**config.mk**
```make
export PLATFORM = sky130hd
export DESIGN_NAME = seg7_bus_arbiter
export DESIGN_NICKNAME = d
export VERILOG_FILES = /design/src/rtl/seg7_bus_arbiter.sv
export SDC_FILE = /design/constraint.sdc
export NUM_CORES = 1
export LEC_CHECK = 0
export CORE_AREA = 3 3 48 61
export CTS_BUF_LIST = sky130_fd_sc_hd__clkbuf_4
export DETAILED_ROUTE_END_ITERATION = 8
export DIE_AREA = 0 0 51 64
export PLACE_DENSITY = 0.77
export SYNTH_ARGS = -nofsm -noshare
export SYNTH_HDL_FRONTEND = slang
export SYNTH_SLANG_ARGS = --single-unit
export TNS_END_PERCENT = 20
```
**constraint.sdc**
```tcl
create_clock -name CLK -period 2.4 [get_ports CLK]
set_input_delay 0.48 -clock CLK [delete_from_list [all_inputs] [get_ports CLK]]
set_output_delay 0.48 -clock CLK [all_outputs]
set_load 0.01 [all_outputs]
```
**src/rtl/seg7_bus_arbiter.sv**
```systemverilog
// Round-robin arbiter sharing the 7-segment display bus between two requesters.
// Every grant becomes one single-cycle bus write, followed by a programmable hold-off.
module seg7_bus_arbiter #(
  parameter logic [7:0]  BASE_ADDR   = 8'hD0,
  parameter logic [7:0]  DOT_ADDR    = 8'hD1,
  parameter int unsigned HOLD_CYCLES = 16,
  parameter int unsigned CNT_WIDTH   = 8
) (
  input  logic       CLK,
  input  logic       RESET,
  input  logic       REQ0,
  input  logic       REQ0_DOT,
  input  logic [7:0] REQ0_DATA,
  output logic       ACK0,
  input  logic       REQ1,
  input  logic       REQ1_DOT,
  input  logic [7:0] REQ1_DATA,
  output logic       ACK1,
  output logic [7:0] BUS_ADDR,
  output logic [7:0] BUS_DATA,
  output logic       BUS_WE,
  output logic       BUSY
);

  typedef enum logic [1:0] {IDLE, WRITE, HOLD} state_t;

  localparam logic [CNT_WIDTH-1:0] HOLD_VAL = CNT_WIDTH'(HOLD_CYCLES);

  state_t               state, state_next;
  logic [CNT_WIDTH-1:0] cnt, cnt_next;
  logic                 last_served, last_next;
  logic                 winner;
  logic                 we_next, ack0_next, ack1_next, busy_next;
  logic [7:0]           addr_next, data_next;

  // On a tie the requester that was not served last wins.
  always_comb begin
    winner = (REQ0 && REQ1) ? ~last_served : REQ1;
  end

  // Every output is computed one cycle ahead and registered below.
  always_comb begin
    state_next = state;
    cnt_next   = '0;
    last_next  = last_served;
    we_next    = 1'b0;
    ack0_next  = 1'b0;
    ack1_next  = 1'b0;
    busy_next  = 1'b0;
    addr_next  = 8'h00;
    data_next  = 8'h00;
    case (state)
      IDLE: begin
        if (REQ0 || REQ1) begin
          state_next = WRITE;
          last_next  = winner;
          we_next    = 1'b1;
          ack0_next  = ~winner;
          ack1_next  = winner;
          busy_next  = 1'b1;
          addr_next  = (winner ? REQ1_DOT : REQ0_DOT) ? DOT_ADDR : BASE_ADDR;
          data_next  = winner ? REQ1_DATA : REQ0_DATA;
        end
      end
      WRITE: begin
        if (HOLD_CYCLES > 0) begin
          state_next = HOLD;
          busy_next  = 1'b1;
        end else begin
          state_next = IDLE;
        end
      end
      HOLD: begin
        cnt_next = cnt + 1'b1;
        if (cnt_next == HOLD_VAL) begin
          state_next = IDLE;
        end else begin
          busy_next = 1'b1;
        end
      end
      default: state_next = IDLE;
    endcase
  end

  always_ff @(posedge CLK or posedge RESET) begin
    if (RESET) begin
      state       <= IDLE;
      cnt         <= '0;
      last_served <= 1'b1;
      BUS_WE      <= 1'b0;
      ACK0        <= 1'b0;
      ACK1        <= 1'b0;
      BUSY        <= 1'b0;
      BUS_ADDR    <= 8'h00;
      BUS_DATA    <= 8'h00;
    end else begin
      state       <= state_next;
      cnt         <= cnt_next;
      last_served <= last_next;
      BUS_WE      <= we_next;
      ACK0        <= ack0_next;
      ACK1        <= ack1_next;
      BUSY        <= busy_next;
      BUS_ADDR    <= addr_next;
      BUS_DATA    <= data_next;
    end
  end

endmodule
```
Word level (Yosys, flattened, before mapping)

Index checks and enable logic that the tools add are counted.

Flip-flop bits (word level): 31
Word-level logic and storage cells: 42
Bits of input ports: 22
Output and inout bits: 20

Muxes and demuxes: 20
Equality and inequality tests: 5
Reductions and logical operators: 5
$add $sub $neg: 1
Bitwise logic cells: 2

Operators by type and width:

| operator              | count |
|---|---|
| $mux W8               | 6 |
| $mux W1               | 10 |
| $add A8 B1 Y8 const B | 1 |
| $eq A8 B5 Y1 const B  | 1 |
| $pmux W2 S3           | 1 |
| $mux W2               | 2 |
| $ne A2 B2 Y1 const B  | 2 |
| $reduce_and A2 Y1     | 2 |
| $pmux W1 S3           | 1 |
| $eq A2 B1 Y1 const B  | 1 |
| $eq A2 B2 Y1 const B  | 1 |
| $logic_not A2 Y1      | 1 |
| $not A1 Y1            | 2 |
| $logic_and A1 B1 Y1   | 1 |
| $logic_or A1 B1 Y1    | 1 |

Logic depth before layout (Yosys ltp)

Gate-level depths: netlist of run 1.

Word-level depth: 6
Mapped depth: 6
Depth with buffers taken out: 6

Worst setup path before layout of run 1

Ideal clock, no wire load.

Path kind: register -> register
From: register cnt[0]
To: register state[1]
Setup time: 0.138 ns
Arrival: 1.362 ns
Data required time: 2.262 ns
Path buffers: 0
Slack: 0.900 ns
Stages on the path, launching flop included: 7
Period minus slack after synthesis: 1.500 ns
Cell sequence: dfrtp_1 > ha_1 > nand3_1 > nor2_1 > xnor2_1 > nor4bb_2 > o211ai_1

Cells in the longest elaborated chain, start to end: 4

Ends and longest elaborated chain:

| element                            | RTL line | source |
|---|---|---|
| from (decl)                        | 30       | `logic [CNT_WIDTH-1:0] cnt, cnt_next;` |
| from (signal assigned)             | 98       | `cnt <= cnt_next;` |
| $add A8 B1 Y8                      | 74       | `cnt_next = cnt + 1'b1;` |
| $eq A8 B5 Y1                       | 75       | `if (cnt_next == HOLD_VAL) begin` |
| $ne A2 B2 Y1 (no source line)      | n/a      |  |
| $reduce_and A2 Y1 (no source line) | n/a      |  |
| to (signal assigned)               | 97       | `state <= state_next;` |
| to (decl)                          | 29       | `state_t state, state_next;` |

Every way passes these cells.
A chain may end at the register's enable or synchronous reset.

==> results of run 1 <==
synth_stat cells, types with 2 or more instances:
master,n
nand3_1,2
buf_4,7
xor2_1,4
inv_1,5
nand2b_1,2
nand2_1,3
nor2_1,8
ha_1,2
a31oi_1,2
and3_1,2
clkbuf_1,2
dfrtp_1,23
o21ai_0,2
xnor2_1,3
buf_6,2
a22o_1,9
power by group through the flow:
stage	Combinational [uW]	Sequential (uW)	Clock [uW]
2_1_floorplan	248	627	0
3_3_place_gp	511	595	0
3_5_place_dp	522	596	0
4_1_cts	523	590	196
5_1_grt	558	605	215
6_report	513	590	189
through the flow:
stage	setup WS (ns)	cell area [sq um]
finish	0.670	1460
global route	0.597	1460
CTS	0.648	1460
detailed placement	0.486	1430
global placement	0.539	1430
floorplan	0.900	1100
cell type report:
type | instances | area (sq um)
repair buffers | 38 | 378
clock buffers | 4 | 30.0
flip-flops and latches | 24 | 602
well taps | 33 | 41.3
multi-input cells | 56 | 393
fillers | 208 | 965
inverters | 5 | 18.8
cell usage in the layout (no fill, tap or decap):
cell type        synthesis  routed
conb_1                   1       4
nor3b_1                  1       1
a21oi_2                  1       1
dfstp_2                  1       1
o211ai_1                 1       1
nand2b_1                 2       2
nand2_1                  3       3
o311ai_2                 1       1
a22o_1                   9       9
clkdlybuf4s50_1          0      37
or3_1                    1       1
ha_1                     2       2
or2_2                    1       1
xor2_1                   4       4
xnor2_1                  3       3
nand3_1                  2       2
dfrtp_1                 23      23
and3_1                   2       2
o21ai_0                  2       2
inv_1                    5       5
a21oi_1                  1       1
nor4_1                   1       1
or2_1                    1       1
nor4bb_2                 1       1
nor2_1                   8       8
clkbuf_4                 0       4
nor3_2                   1       1
nand3_2                  1       1
a31oi_1                  2       2
buf_4                    7       1
a21o_1                   1       1
routing by layer:
layer  part of all wire, %  vias to the layer above
met5                     0                        -
met1                    40                      360
li1                      -                      376
met3                    11                        2
met4                   1.0                        0
met2                    48                       30
worst max-delay path by stage:
stage / depth (start not counted) / startpoint / endpoint / slack (ns)
global route: 1 / BUS_WE / BUS_ADDR[7] / 0.60
finish: 1 / BUS_WE / BUS_ADDR[7] / 0.67
CTS: 1 / BUS_WE / BUS_ADDR[7] / 0.65
detailed placement: 4 / REQ1 / BUS_DATA[5] / 0.49
global placement: 4 / REQ1 / BUS_DATA[6] / 0.54
floorplan: 6 / cnt[0] / state[1] / 0.90
logic make-up (layout without fill, tap and decap cells):
logic type	after synthesis	after routing
and+or+nand+nor	25	25
xor gates and xnor gates	7	7
AOI/OAI and AO/OA	18	18
adders and majority gates	2	2
DFF	24	24
other	1	4
buffers and inverters	16	47
==> results.cfg, run 1 <==
[timing]
finalSetupViolCount = 0
finalHoldViolations = 0
period_needed_ns = 1.73
tns_ns = 0
tightest_slew_ns = 0.526
period_share_pct = 72.1
hold_slack_ns = 0.493
finClkSkew_ns = 0.00145
slew_viol_final = 0
max_freq_mhz = 578
relSlewSlack_pct = 64.9
rsz0062_at_grt = no

[finish]
fin_cells = 160
post-route-util_pct = 60.3
drive_gt1_share_pct = 9.45
layout-area-overhead-vs-synth_pct = 34.8
num_antenna_cells = 0
reg_top3 = BUS_DATA x8, cnt x8, state x2
layout.nets = 152

[floorplanning]
num_rows = 20
die_area_sq_um = 3260
start_util_pct = 44.7
io_pins = 42
die_y_microns = 64
die_w_microns = 51
core-area_sq_um = 2430

[logic_synthesis]
synth_seq_cells = 24
avgSynthCellArea_sq_um = 11.7
yosys.area_share.simple_pct = 13.4
synth_edf_count = 0
synthCells = 93
synthAdderAreaFrac_pct = 2.31
synth.distinct_cells = 31
muxShareOfSynthArea_pct = 0
synth_xor_area_share_pct = 5.65
yosysWarnings = 0
synth_top_family_by_area = compound AO/OA/AOI/OAI gates
yosysTopAreaCell = dfrtp_1
synth_compound_area_share_pct = 13.5
synth_top_area_share_pct = 53.1
syn_area_sq_um = 1080
synth_ff_type = dfrtp_1
synthArstFlopShare_pct = 100
synth.area.top_cells = dfrtp_1, a22o_1, buf_4
ys_seq_area_share_pct = 55.5

[worst_setup_path]
crit_buf_inv = 1
reg2reg_depth = 6
cp-end-kind = output pin
cp_data_required_time_ns = 1.92
worst-path-max-fanout = 4
crit_type = register to output pin
cp_cell_sequence = clkdlybuf4s50_1
slowest_stage = clkdlybuf4s50_1
cpPeakStageDelay_ns = 0.55
r2r_slack_ns = 0.71
critPathArrivalTime_ns = 1.25
start_kind = register
rr_endpoint = state[1]
r2r_start = cnt[0]
critical_path.top_delay_family = buffers and inverters

[route]
drt_iter0_markers = 6
drt_wl_total_mm = 1.95
vias = 768
via_per_inst = 4.80
first_pass_iters = 2
drt.antenna.violating_nets = 0
drt-wirelength-per-cell_microns = 12.2
drcViolationCount = 0

[global_routing]
grtUsageMet1_pct = 16.0
use_met2_pct = 20.0
grt_pass1_wl_mm = 3.29
globalRouteMet3Util_pct = 6.06
gr-total-overflow = 0
antenna_found_initial = 0
top_usage_layer = met2
grt_start_max_net_pins = 16
grt_pass1_vias = 758
grtUsageTotal_pct = 13.3

[run]
cap_violations = 0

[clock_tree]
clk_pin_slew_ns = 0.12
holdBufCountCts = 0
clock-sinks = 24
cts_tree = yes
cts_buffers = 3
h-tree-depth = 1
cts_resized = 0
clkLatencyLatePin_ns = 0.30
clk_path_buf_depth = 2
root_buffer = clkbuf_4
cts_setup_buffers = 0

[place]
place.gp.congestion = 0.716
hpwl_mm = 1.56
dp_cells = 156
numPortBuffers = 37

[power_and_ir_drop]
power.total_uw = 1290
clkPwrFrac_pct = 14.6
p_sw_share_pct = 30.9
total_leakage_power_uw = 0.000659
internal_power_uw = 893
p_comb_share_pct = 39.7
p_per_area_nw_per_um2 = 883
ir_drop_mv = 0.550
seq_power_share_pct = 45.7
power_switching_uw = 399

[outcome]
outcome = complete, no violations

[min_path]
hold_path_class = input pin to async pin
No activity file was read; power rests on OpenSTA's default activity.
==> inputs of run 2 (changes only) <==
--- a/config.mk
+++ b/config.mk
@@ -5,11 +5,11 @@
 export SDC_FILE = /design/constraint.sdc
 export NUM_CORES = 1
 export LEC_CHECK = 0
-export CORE_AREA = 3 3 48 61
+export CORE_AREA = 3 3 49 62
 export CTS_BUF_LIST = sky130_fd_sc_hd__clkbuf_4
 export DETAILED_ROUTE_END_ITERATION = 8
-export DIE_AREA = 0 0 51 64
-export PLACE_DENSITY = 0.77
+export DIE_AREA = 0 0 52 65
+export PLACE_DENSITY = 0.74
 export SYNTH_ARGS = -nofsm -noshare
 export SYNTH_HDL_FRONTEND = slang
 export SYNTH_SLANG_ARGS = --single-unit
==> constraint.sdc (replaced) <==
create_clock -name CLK -period 1.6 [get_ports CLK]
set_input_delay 0.32 -clock CLK [delete_from_list [all_inputs] [get_ports CLK]]
set_output_delay 0.32 -clock CLK [all_outputs]
set_load 0.01 [all_outputs]
==> results.cfg, run 2 (synthesized netlist as in run 1, its figures left out) <==
[run]
cap_violations = 0

[worst_setup_path]
worstSetupPathDepth = 6
worst-path-max-fanout = 4
cpPeakStageDelay_ns = 0.44
crit_path_end = state[1]
cp_cell_sequence = ha_4 -> nand3_1 -> nor2_2 -> xnor2_2 -> nor4bb_4 -> o211ai_1
cp_data_required_time_ns = 1.79
cp-end-kind = register
r2r_start = cnt[0]
reg2reg_depth = 6
crit_buf_inv = 0
critPathArrivalTime_ns = 1.75
slowest_stage = dfrtp_1
crit_start = cnt[0]
start_kind = register
r2r_slack_ns = 0.05
rr_endpoint = state[1]
crit_type = register to register
critical_path.top_delay_family = simple AND/OR/NAND/NOR gates

[power_and_ir_drop]
clkPwrFrac_pct = 19.9
p_sw_share_pct = 29.6
p_comb_share_pct = 39.5
internal_power_uw = 1530
total_leakage_power_uw = 0.000766
p_per_area_nw_per_um2 = 1360
power.total_uw = 2180
power_switching_uw = 644
seq_power_share_pct = 40.6
ir_drop_mv = 1.11

[clock_tree]
clk_path_buf_depth = 2
root_buffer = clkbuf_4
cts_tree = yes
clkLatencyLatePin_ns = 0.31
cts_buffers = 3
h-tree-depth = 1
clk_pin_slew_ns = 0.14
clock-sinks = 24

[route]
route.met2.wl_mm = 1.18
drcViolationCount = 0
vias = 827
via_per_inst = 4.89
drt_wl_total_mm = 2.18
drt-wirelength-per-cell_microns = 12.9
met3_length_microns = 194
drt_iter0_markers = 1
drt.antenna.violating_nets = 0
routed.top_layer = met4
drt-met1-wl_microns = 782
first_pass_iters = 2

[timing]
slew_viol_final = 0
finalHoldViolations = 0
rsz0062_at_grt = yes
max_freq_mhz = 643
period_needed_ns = 1.55
period_share_pct = 97.2
finalWorstSetupSlack_ns = 0.0454
finalSetupViolCount = 0
finClkSkew_ns = 0.0114

[finish]
fillerInstances = 191
reg_top3 = BUS_DATA x8, cnt x8, state x2
drive_gt1_share_pct = 19.1
layout.nets = 161
num_antenna_cells = 0
layout_common_cells = clkdlybuf4s50_1, dfrtp_1, buf_4
layout-area-overhead-vs-synth_pct = 47.4
final_common_cell = clkdlybuf4s50_1
post-route-util_pct = 64.5

[global_routing]
grt_pass1_vias = 883
gr-total-overflow = 0
grt_pass1_wl_mm = 3.67
grtUsageTotal_pct = 14.4
grt_start_max_net_pins = 25
antenna_found_initial = 0

[place]
hpwl_mm = 1.70
place.gp.congestion = 0.721
numPortBuffers = 37
dp_slack_ns = -0.0596

[floorplanning]
die_y_microns = 65
start_util_pct = 43.8
die_area_sq_um = 3380
num_rows = 20
core-area_sq_um = 2480
io_pins = 42
die_w_microns = 52

[min_path]
hold_path_class = input pin to async pin

[outcome]
outcome = complete, no violations
## run 2: layer usage
metal / track usage [%] / vias up
met5: 0 / -
met2: 26.6 / 29
li1: - / 391
met4: 5.90 / 0
met1: 13.8 / 405
met3: 5.52 / 2
## run 2: worst register-to-register path, cell delays in order (launching register included)
cell and delay, ns:
dfrtp_1 0.44, ha_4 0.17, nand3_1 0.12, nor2_2 0.18, xnor2_2 0.14, nor4bb_4 0.27
o211ai_1 0.12
## run 2: timing repair
| item | in CTS | in global routing |
|---|---|---|
| gates cloned | 0 | 0 |
| buffers inserted | 0 | 1 |
| hold buffers | 0 | 0 |
| resized for setup | 2 | 11 |
| pin swaps | 0 | 5 |
| endpoints found under the setup margin | 5 | 6 |
## run 2: how the worst min path moves through the flow
stage / to / slack (ns) / cells after the start
floorplan: ACK0 / 0.33 / 1
global placement: last_served / 0.50 / 1
detailed placement: last_served / 0.51 / 1
CTS: ACK1 / 0.34 / 3
global route: cnt[2] / 0.35 / 3
finish: ACK1 / 0.33 / 3
## run 2: final cells by class
type                       count  area [sq um]  share of cell area, %
clock buffer                   3          22.5                   1.41
clock inverter                 1          30.0                   1.88
inverter                       5          18.8                   1.17
multi-input combinational     56           429                   26.8
sequential                    24           603                   37.7
tap                           33          41.3                   2.58
timing repair buffer          47           454                   28.4
## run 2: power groups by stage
stage,sequential (uW),combinational (uW),clock [uW]
after floorplan,941,371,0
after global placement,885,846,0
after detailed placement,894,870,0
after CTS,879,869,444
after global routing,908,945,471
final,885,860,434
## run 2: per-stage QoR
| step | cells | area (sq um) | hold slack [ns] | TNS (ns) |
|---|---|---|---|---|
| after floorplan | 96 | 1100 | 0.334 | 0 |
| after CTS | 168 | 1550 | 0.339 | 0 |
| after global routing | 169 | 1600 | 0.348 | -0.0885 |
| final | 169 | 1600 | 0.331 | 0 |
| after global placement | 164 | 1490 | 0.500 | -0.0880 |
| after detailed placement | 164 | 1490 | 0.508 | -0.433 |
